**config.mk**
```make
export PLATFORM = sky130hd
export DESIGN_NAME = dp_sched_ctrl_flat
export DESIGN_NICKNAME = d
export VERILOG_FILES = /design/src/rtl/dp_sched_pkg.sv /design/src/rtl/dp_sched_ctrl_if.sv /design/src/rtl/dp_sched_mem.sv /design/src/rtl/dp_sched_ctrl.sv /design/src/flat_wrapper.sv
export SDC_FILE = /design/constraint.sdc
export NUM_CORES = 1
export LEC_CHECK = 0
export BUFFER_PORTS_ARGS = -buffer_cell sky130_fd_sc_hd__buf_2
export CORE_MARGIN = 2
export CORE_UTILIZATION = 30
export DETAILED_ROUTE_END_ITERATION = 10
export PLACE_DENSITY = 0.55
export SLEW_MARGIN = 0
export SYNTH_ARGS = -nofsm -noshare
export SYNTH_HDL_FRONTEND = slang
export SYNTH_SLANG_ARGS = --single-unit
```
**constraint.sdc**
```tcl
create_clock -name clk -period 1.7 [get_ports clk]
set_input_delay 0.085 -clock clk [delete_from_list [all_inputs] [get_ports clk]]
set_output_delay 0.085 -clock clk [all_outputs]
set_load 0.01 [all_outputs]
```
**src/rtl/dp_sched_pkg.sv**
```systemverilog
// Shared types and constants for the dp_sched_ctrl schedule sequencer.
// Optional single-step playback is enabled by defining DP_SCHED_STEP_EN.
package dp_sched_pkg;

    localparam int SCHED_DEPTH = 16;
    localparam int SCHED_AW    = 4;
    localparam int NREG        = 7;
    localparam int CW          = 37;

    typedef enum logic {
        IDLE = 1'b0,
        RUN  = 1'b1
    } state_t;

    // Field order is the bit layout of a schedule word, MSB first.
    typedef struct packed {
        logic [3:0]      alu1_sel1;
        logic [3:0]      alu1_sel2;
        logic            alu1_op;
        logic [3:0]      mul1_sel1;
        logic [3:0]      mul1_sel2;
        logic            mul1_op;
        logic [3:0]      log1_sel1;
        logic [3:0]      log1_sel2;
        logic [1:0]      log1_op;
        logic [NREG-1:0] reg_en;
        logic            result_en;
        logic            last;
    } ctrl_word_t;

    localparam int REG_ALU2  = 0;
    localparam int REG_ALU5  = 1;
    localparam int REG_MUL6  = 2;
    localparam int REG_MUL9  = 3;
    localparam int REG_LOG12 = 4;
    localparam int REG_ALU13 = 5;
    localparam int REG_LOG14 = 6;

    localparam logic [3:0] SEL_I1    = 4'd0;
    localparam logic [3:0] SEL_I2    = 4'd1;
    localparam logic [3:0] SEL_I3    = 4'd2;
    localparam logic [3:0] SEL_I4    = 4'd3;
    localparam logic [3:0] SEL_I5    = 4'd4;
    localparam logic [3:0] SEL_I6    = 4'd5;
    localparam logic [3:0] SEL_I7    = 4'd6;
    localparam logic [3:0] SEL_I8    = 4'd7;
    localparam logic [3:0] SEL_ALU2  = 4'd8;
    localparam logic [3:0] SEL_ALU5  = 4'd9;
    localparam logic [3:0] SEL_MUL6  = 4'd10;
    localparam logic [3:0] SEL_MUL9  = 4'd11;
    localparam logic [3:0] SEL_LOG12 = 4'd12;
    localparam logic [3:0] SEL_ALU13 = 4'd13;
    localparam logic [3:0] SEL_LOG14 = 4'd14;

    // Keeps operand selects and opcodes but drops every state-changing strobe.
    function automatic ctrl_word_t strip_commit(input ctrl_word_t w);
        ctrl_word_t r;
        r           = w;
        r.reg_en    = '0;
        r.result_en = 1'b0;
        r.last      = 1'b0;
        return r;
    endfunction

endpackage

```
**src/rtl/dp_sched_ctrl_if.sv**
```systemverilog
// Host and datapath-control bundle of dp_sched_ctrl; the step input exists
// only when DP_SCHED_STEP_EN is defined.
interface dp_sched_ctrl_if;
    import dp_sched_pkg::*;

    logic                start;
    logic                abort;
    logic                busy;
    logic                err;
    logic                cfg_we;
    logic [SCHED_AW-1:0] cfg_addr;
    logic [CW-1:0]       cfg_wdata;
`ifdef DP_SCHED_STEP_EN
    logic                step;
`endif

    logic [3:0]          alu1_sel1;
    logic [3:0]          alu1_sel2;
    logic [3:0]          mul1_sel1;
    logic [3:0]          mul1_sel2;
    logic [3:0]          log1_sel1;
    logic [3:0]          log1_sel2;
    logic                alu1_op;
    logic                mul1_op;
    logic [1:0]          log1_op;
    logic [NREG-1:0]     reg_en;
    logic                result_en;
    logic                done_next;

    modport master (
`ifdef DP_SCHED_STEP_EN
        output step,
`endif
        output start, abort, cfg_we, cfg_addr, cfg_wdata,
        input  busy, err,
        input  alu1_sel1, alu1_sel2, mul1_sel1, mul1_sel2, log1_sel1, log1_sel2,
        input  alu1_op, mul1_op, log1_op, reg_en, result_en, done_next
    );

    modport slave (
`ifdef DP_SCHED_STEP_EN
        input  step,
`endif
        input  start, abort, cfg_we, cfg_addr, cfg_wdata,
        output busy, err,
        output alu1_sel1, alu1_sel2, mul1_sel1, mul1_sel2, log1_sel1, log1_sel2,
        output alu1_op, mul1_op, log1_op, reg_en, result_en, done_next
    );

endinterface

```
**src/rtl/dp_sched_mem.sv**
```systemverilog
// Schedule store: DEPTH control words in flops, cleared by reset,
// one synchronous write port and one combinational read port.
module dp_sched_mem
    import dp_sched_pkg::*;
#(
    parameter int DEPTH = SCHED_DEPTH,
    parameter int AW    = SCHED_AW
) (
    input  logic          clk,
    input  logic          rst_n,
    input  logic          we,
    input  logic [AW-1:0] waddr,
    input  ctrl_word_t    wdata,
    input  logic [AW-1:0] raddr,
    output ctrl_word_t    rdata
);

    ctrl_word_t mem_q [DEPTH];
    ctrl_word_t mem_d [DEPTH];

    always_comb begin
        mem_d = mem_q;
        if (we) begin
            mem_d[waddr] = wdata;
        end
    end

    always_ff @(posedge clk or negedge rst_n) begin
        if (!rst_n) begin
            for (int i = 0; i < DEPTH; i++) begin
                mem_q[i] <= '0;
            end
        end else begin
            mem_q <= mem_d;
        end
    end

    assign rdata = mem_q[raddr];

endmodule

```
**src/rtl/dp_sched_ctrl.sv**
```systemverilog
// Microprogrammed sequencer: plays a stored schedule of control words, one per
// cycle, into the datapath. Define DP_SCHED_STEP_EN for step-gated playback.
module dp_sched_ctrl
    import dp_sched_pkg::*;
(
    input  logic            clk,
    input  logic            rst_n,
    dp_sched_ctrl_if.slave  bus
);

    localparam logic [SCHED_AW-1:0] LAST_PC = SCHED_AW'(SCHED_DEPTH - 1);

    state_t              state_q, state_d;
    logic [SCHED_AW-1:0] pc_q, pc_d;
    logic                err_q, err_d;
    logic                mem_we;
    logic                adv;
    ctrl_word_t          rd_word;
    ctrl_word_t          out_word;

`ifdef DP_SCHED_STEP_EN
    assign adv = bus.step;
`else
    assign adv = 1'b1;
`endif

    // Writes are only accepted while idle so a running schedule never changes under itself.
    assign mem_we = bus.cfg_we && (state_q == IDLE);

    dp_sched_mem #(
        .DEPTH (SCHED_DEPTH),
        .AW    (SCHED_AW)
    ) u_mem (
        .clk   (clk),
        .rst_n (rst_n),
        .we    (mem_we),
        .waddr (bus.cfg_addr),
        .wdata (ctrl_word_t'(bus.cfg_wdata)),
        .raddr (pc_q),
        .rdata (rd_word)
    );

    // out_word.last doubles as done_next: it survives only on a committed last word.
    always_comb begin
        state_d  = state_q;
        pc_d     = pc_q;
        err_d    = err_q;
        out_word = '0;
        case (state_q)
            IDLE: begin
                if (bus.start) begin
                    state_d = RUN;
                    pc_d    = '0;
                    err_d   = 1'b0;
                end
            end
            RUN: begin
                if (bus.cfg_we) begin
                    err_d = 1'b1;
                end
                if (bus.abort) begin
                    state_d = IDLE;
                    pc_d    = '0;
                end else begin
                    out_word = rd_word;
                    if (!adv) begin
                        out_word = strip_commit(rd_word);
                    end else if (rd_word.last) begin
                        state_d = IDLE;
                        pc_d    = '0;
                    end else if (pc_q == LAST_PC) begin
                        out_word.result_en = 1'b0;
                        err_d              = 1'b1;
                        state_d            = IDLE;
                        pc_d               = '0;
                    end else begin
                        pc_d = pc_q + SCHED_AW'(1);
                    end
                end
            end
            default: begin
                state_d = IDLE;
                pc_d    = '0;
            end
        endcase
    end

    always_ff @(posedge clk or negedge rst_n) begin
        if (!rst_n) begin
            state_q <= IDLE;
            pc_q    <= '0;
            err_q   <= 1'b0;
        end else begin
            state_q <= state_d;
            pc_q    <= pc_d;
            err_q   <= err_d;
        end
    end

    assign bus.busy      = (state_q == RUN);
    assign bus.err       = err_q;
    assign bus.alu1_sel1 = out_word.alu1_sel1;
    assign bus.alu1_sel2 = out_word.alu1_sel2;
    assign bus.alu1_op   = out_word.alu1_op;
    assign bus.mul1_sel1 = out_word.mul1_sel1;
    assign bus.mul1_sel2 = out_word.mul1_sel2;
    assign bus.mul1_op   = out_word.mul1_op;
    assign bus.log1_sel1 = out_word.log1_sel1;
    assign bus.log1_sel2 = out_word.log1_sel2;
    assign bus.log1_op   = out_word.log1_op;
    assign bus.reg_en    = out_word.reg_en;
    assign bus.result_en = out_word.result_en;
    assign bus.done_next = out_word.last;

endmodule

```
**src/flat_wrapper.sv**
```systemverilog
// flat-port wrapper written by rule: the top's interface ports become plain ports
module dp_sched_ctrl_flat import dp_sched_pkg::*;
  (clk, rst_n, bus_start, bus_abort, bus_cfg_we, bus_cfg_addr, bus_cfg_wdata, bus_busy, bus_err, bus_alu1_sel1, bus_alu1_sel2, bus_mul1_sel1, bus_mul1_sel2, bus_log1_sel1, bus_log1_sel2, bus_alu1_op, bus_mul1_op, bus_log1_op, bus_reg_en, bus_result_en, bus_done_next);
  dp_sched_ctrl_if bus_i ();
  input  logic clk;
  input  logic rst_n;
  input wire logic [$bits(bus_i.start)-1:0] bus_start;
  input wire logic [$bits(bus_i.abort)-1:0] bus_abort;
  input wire logic [$bits(bus_i.cfg_we)-1:0] bus_cfg_we;
  input wire logic [$bits(bus_i.cfg_addr)-1:0] bus_cfg_addr;
  input wire logic [$bits(bus_i.cfg_wdata)-1:0] bus_cfg_wdata;
  output wire logic [$bits(bus_i.busy)-1:0] bus_busy;
  output wire logic [$bits(bus_i.err)-1:0] bus_err;
  output wire logic [$bits(bus_i.alu1_sel1)-1:0] bus_alu1_sel1;
  output wire logic [$bits(bus_i.alu1_sel2)-1:0] bus_alu1_sel2;
  output wire logic [$bits(bus_i.mul1_sel1)-1:0] bus_mul1_sel1;
  output wire logic [$bits(bus_i.mul1_sel2)-1:0] bus_mul1_sel2;
  output wire logic [$bits(bus_i.log1_sel1)-1:0] bus_log1_sel1;
  output wire logic [$bits(bus_i.log1_sel2)-1:0] bus_log1_sel2;
  output wire logic [$bits(bus_i.alu1_op)-1:0] bus_alu1_op;
  output wire logic [$bits(bus_i.mul1_op)-1:0] bus_mul1_op;
  output wire logic [$bits(bus_i.log1_op)-1:0] bus_log1_op;
  output wire logic [$bits(bus_i.reg_en)-1:0] bus_reg_en;
  output wire logic [$bits(bus_i.result_en)-1:0] bus_result_en;
  output wire logic [$bits(bus_i.done_next)-1:0] bus_done_next;
  assign bus_i.start = bus_start;
  assign bus_i.abort = bus_abort;
  assign bus_i.cfg_we = bus_cfg_we;
  assign bus_i.cfg_addr = bus_cfg_addr;
  assign bus_i.cfg_wdata = bus_cfg_wdata;
  assign bus_busy = bus_i.busy;
  assign bus_err = bus_i.err;
  assign bus_alu1_sel1 = bus_i.alu1_sel1;
  assign bus_alu1_sel2 = bus_i.alu1_sel2;
  assign bus_mul1_sel1 = bus_i.mul1_sel1;
  assign bus_mul1_sel2 = bus_i.mul1_sel2;
  assign bus_log1_sel1 = bus_i.log1_sel1;
  assign bus_log1_sel2 = bus_i.log1_sel2;
  assign bus_alu1_op = bus_i.alu1_op;
  assign bus_mul1_op = bus_i.mul1_op;
  assign bus_log1_op = bus_i.log1_op;
  assign bus_reg_en = bus_i.reg_en;
  assign bus_result_en = bus_i.result_en;
  assign bus_done_next = bus_i.done_next;
  dp_sched_ctrl u_core (.clk(clk), .rst_n(rst_n), .bus(bus_i));
endmodule
```
==> out/metrics.cfg <==
[global_route]
antenna_found_initial = 1
grt_first_pass_wirelength_um = 119000
grt-ovfl-total = 0
grt_max_degree = 86
groute.usage.overall_pct = 16.9
grt_pass1_vias = 17612

[placement]
dp_cells = 2916
place.gp.congestion = 0.729
io_buffer_count = 84
pre_cts_ws_ns = -0.423
dp_hpwl_um = 44800

[finish]
nFillCells = 8151
layout_common_cells = 595 x dfrtp_1, 333 x mux2_2, 260 x mux2_4
layout-drive-gt1-share_pct = 60.6
fin_nets = 1983
final_cells = 3160
final_util_pct = 40.1
layout_commonest_cell = dfrtp_1
synthToLayoutAreaGrowth_pct = 32.4
antenna_cells = 0

[logic_synthesis]
synth_seq_area_share_pct = 54.7
yosys_warnings = 0
syn-cell-area_mm2 = 0.0274
synth-main-ff-cell = dfrtp_1
synth_enable_flop_cells = 0
avgSynthCellArea_um2 = 16.4
yosys_register_bits = 598
synth_nets = 1713
async_flop_share_pct = 100
synth_cell_types = 41
synth_cells = 1666

[power]
peakVddDrop_mv = 0.818
finalPower_uw = 52800
power_leakage_uw = 0.0164
power_per_cell_area_mw_per_mm2 = 1460

[drt]
ant_nets = 0
wl_um = 84200
wl_per_cell_um = 26.6
via_per_inst = 5.14
dr.first_iter.drc_count = 935
vias = 16248
drc = 0
first_pass_iters = 5

[sta]
slew_headroom_pct = 24.9
period_needed_ns = 2.62
fin_crit_sh_pct = 154
setup_viol = 635
rsz0062_at_grt = true
layout_setup_ws_ns = -0.920
hold_slack_ns = -0.00328
max_freq_mhz = 382
finalClockSkew_ns = 0.0291
maxSlewViolCount = 0
hold_violations = 1
tightestPinTransition_ns = 1.12

[floorplan]
io_pins = 85
initial_utilization_pct = 30.3
die_area_mm2 = 0.0937
num_rows = 110
die_h_um = 306
die-width_um = 306
core_area_mm2 = 0.0903

[critical_path]
crit_type = flip-flop to primary output
reg2reg_slack_ns = -0.39
crit_arrival_ns = 2.54
required_ns = 1.62
critPathMaxFanout = 7
end_kind = primary output
cp-start-kind = flip-flop

[status]
violations = negative hold slack, negative setup slack
status = complete, but fails checks

[worst_hold_path]
hold_class = primary input to flip-flop

[cts]
cts.clk_slew.worst_paths_ns = 0.06
cts_tree = done
clock_sinks = 598
htreeDepth = 3
clockRootBuffer = clkbuf_16
clock_latency_ns = 0.63
cts_buffer_depth = 3
cts_buffers = 66

[job]
max_cap_violations = 0

## kinds of logic (layout without fill, tap and decap cells)
group,after synthesis,after routing,synth area share (%)
buffers and inverters,149,467,2.88
flip-flops,598,598,54.7
AO/OA/AOI/OAI,48,48,1.17
AND/OR/NAND/NOR,54,54,1.26
adder cells (fa/ha/maj),1,1,0.0457
multiplexers,816,816,40.0
## sequential cells by signal, indices dropped and copies added, names as in the netlist
register and flops:
u_core.bus.busy 1, u_core.pc_q 4, u_core.bus.err 1, u_core.u_mem.mem_q 592
## cell usage after synthesis (2+ instances only)
library cell,instances,area [um2]
dfrtp_1,598,15000
mux2_2,487,5480
mux4_2,146,3290
mux2i_1,76,761
clkbuf_1,58,218
mux2_4,57,856
mux2_1,50,563
o22ai_1,37,231
buf_2,33,165
buf_4,26,195
buf_1,15,56.3
buf_6,12,135
nand2_1,8,30.0
nor2_1,8,30.0
nand2_2,6,37.5
nor2b_1,6,37.5
inv_1,5,18.8
and3_1,4,25.0
nand3_1,4,20.0
nor3_1,4,20.0
nand2b_1,3,18.8
a21oi_1,2,10.0
nand4b_1,2,17.5
o311ai_1,2,17.5
## path summary, 6_finish.rpt
check,start,cells past startpoint,endpoint
max,u_core.pc_q[0]$_DFFE_PN0P_,7,bus_log1_sel2[1]
min,bus_abort,4,u_core.pc_q[0]$_DFFE_PN0P_
max in group asynchronous,rst_n,4,u_core.u_mem.mem_q[551]$_DFFE_PN0P_
min reg2reg,u_core.u_mem.mem_q[502]$_DFFE_PN0P_,1,u_core.u_mem.mem_q[502]$_DFFE_PN0P_
max reg2reg,u_core.pc_q[0]$_DFFE_PN0P_,7,u_core.pc_q[2]$_DFFE_PN0P_
min in group asynchronous,rst_n,3,u_core.u_mem.mem_q[504]$_DFFE_PN0P_
## critical path: stages (launching register included)
cell     delay (ns)
dfrtp_4        0.47
buf_6          0.15
buf_12         0.14
buf_12         0.12
mux4_2         0.50
mux2i_2        0.23
o22ai_2        0.14
buf_2          0.17
## routing by layer
metal	vias to the layer above	track usage (%)	wire length, um
met5	-	0	13
met4	2	4.07	1850
met3	108	2.50	2710
met2	311	29.4	42600
met1	9003	22.3	37000
li1	6824	-	-
## power breakdown
part           total, uW  internal, uW  switching [uW]
combinational      16300         10600            5650
clock              14900          8780            6120
sequential         21600         19100            2570
total              52800         38400           14300
## metrics by stage
stage | TNS (ns) | instance area [um2]
6_report | -100.81 | 36200
5_1_grt | -131.27 | 36200
4_1_cts | -195.84 | 34900
3_5_place_dp | -22.24 | 30400
3_3_place_gp | -17.85 | 30400
2_1_floorplan | -9.22 | 27600
## timing repair
item                                    4_1_cts  5_1_grt
resized for setup                           141      240
pin swaps                                     4       14
hold buffers                                 42        0
buffers inserted                             30       20
endpoints found under the setup margin      223      635
cloned                                       29       31
endpoints found under the hold margin      1110        0
## final cells by class
cell class / count / area [um2] / area share, %
Timing Repair Buffer: 346 / 4800 / 13.2
Clock inverter: 30 / 445 / 1.23
Sequential cell: 598 / 15000 / 41.3
Tap cell: 1176 / 1470 / 4.06
Inverter: 5 / 21.3 / 0.0587
Clock buffer: 86 / 1800 / 4.96
Multi-Input combinational cell: 919 / 12700 / 35.2
Note: power is estimated with default switching activity, not from simulation.
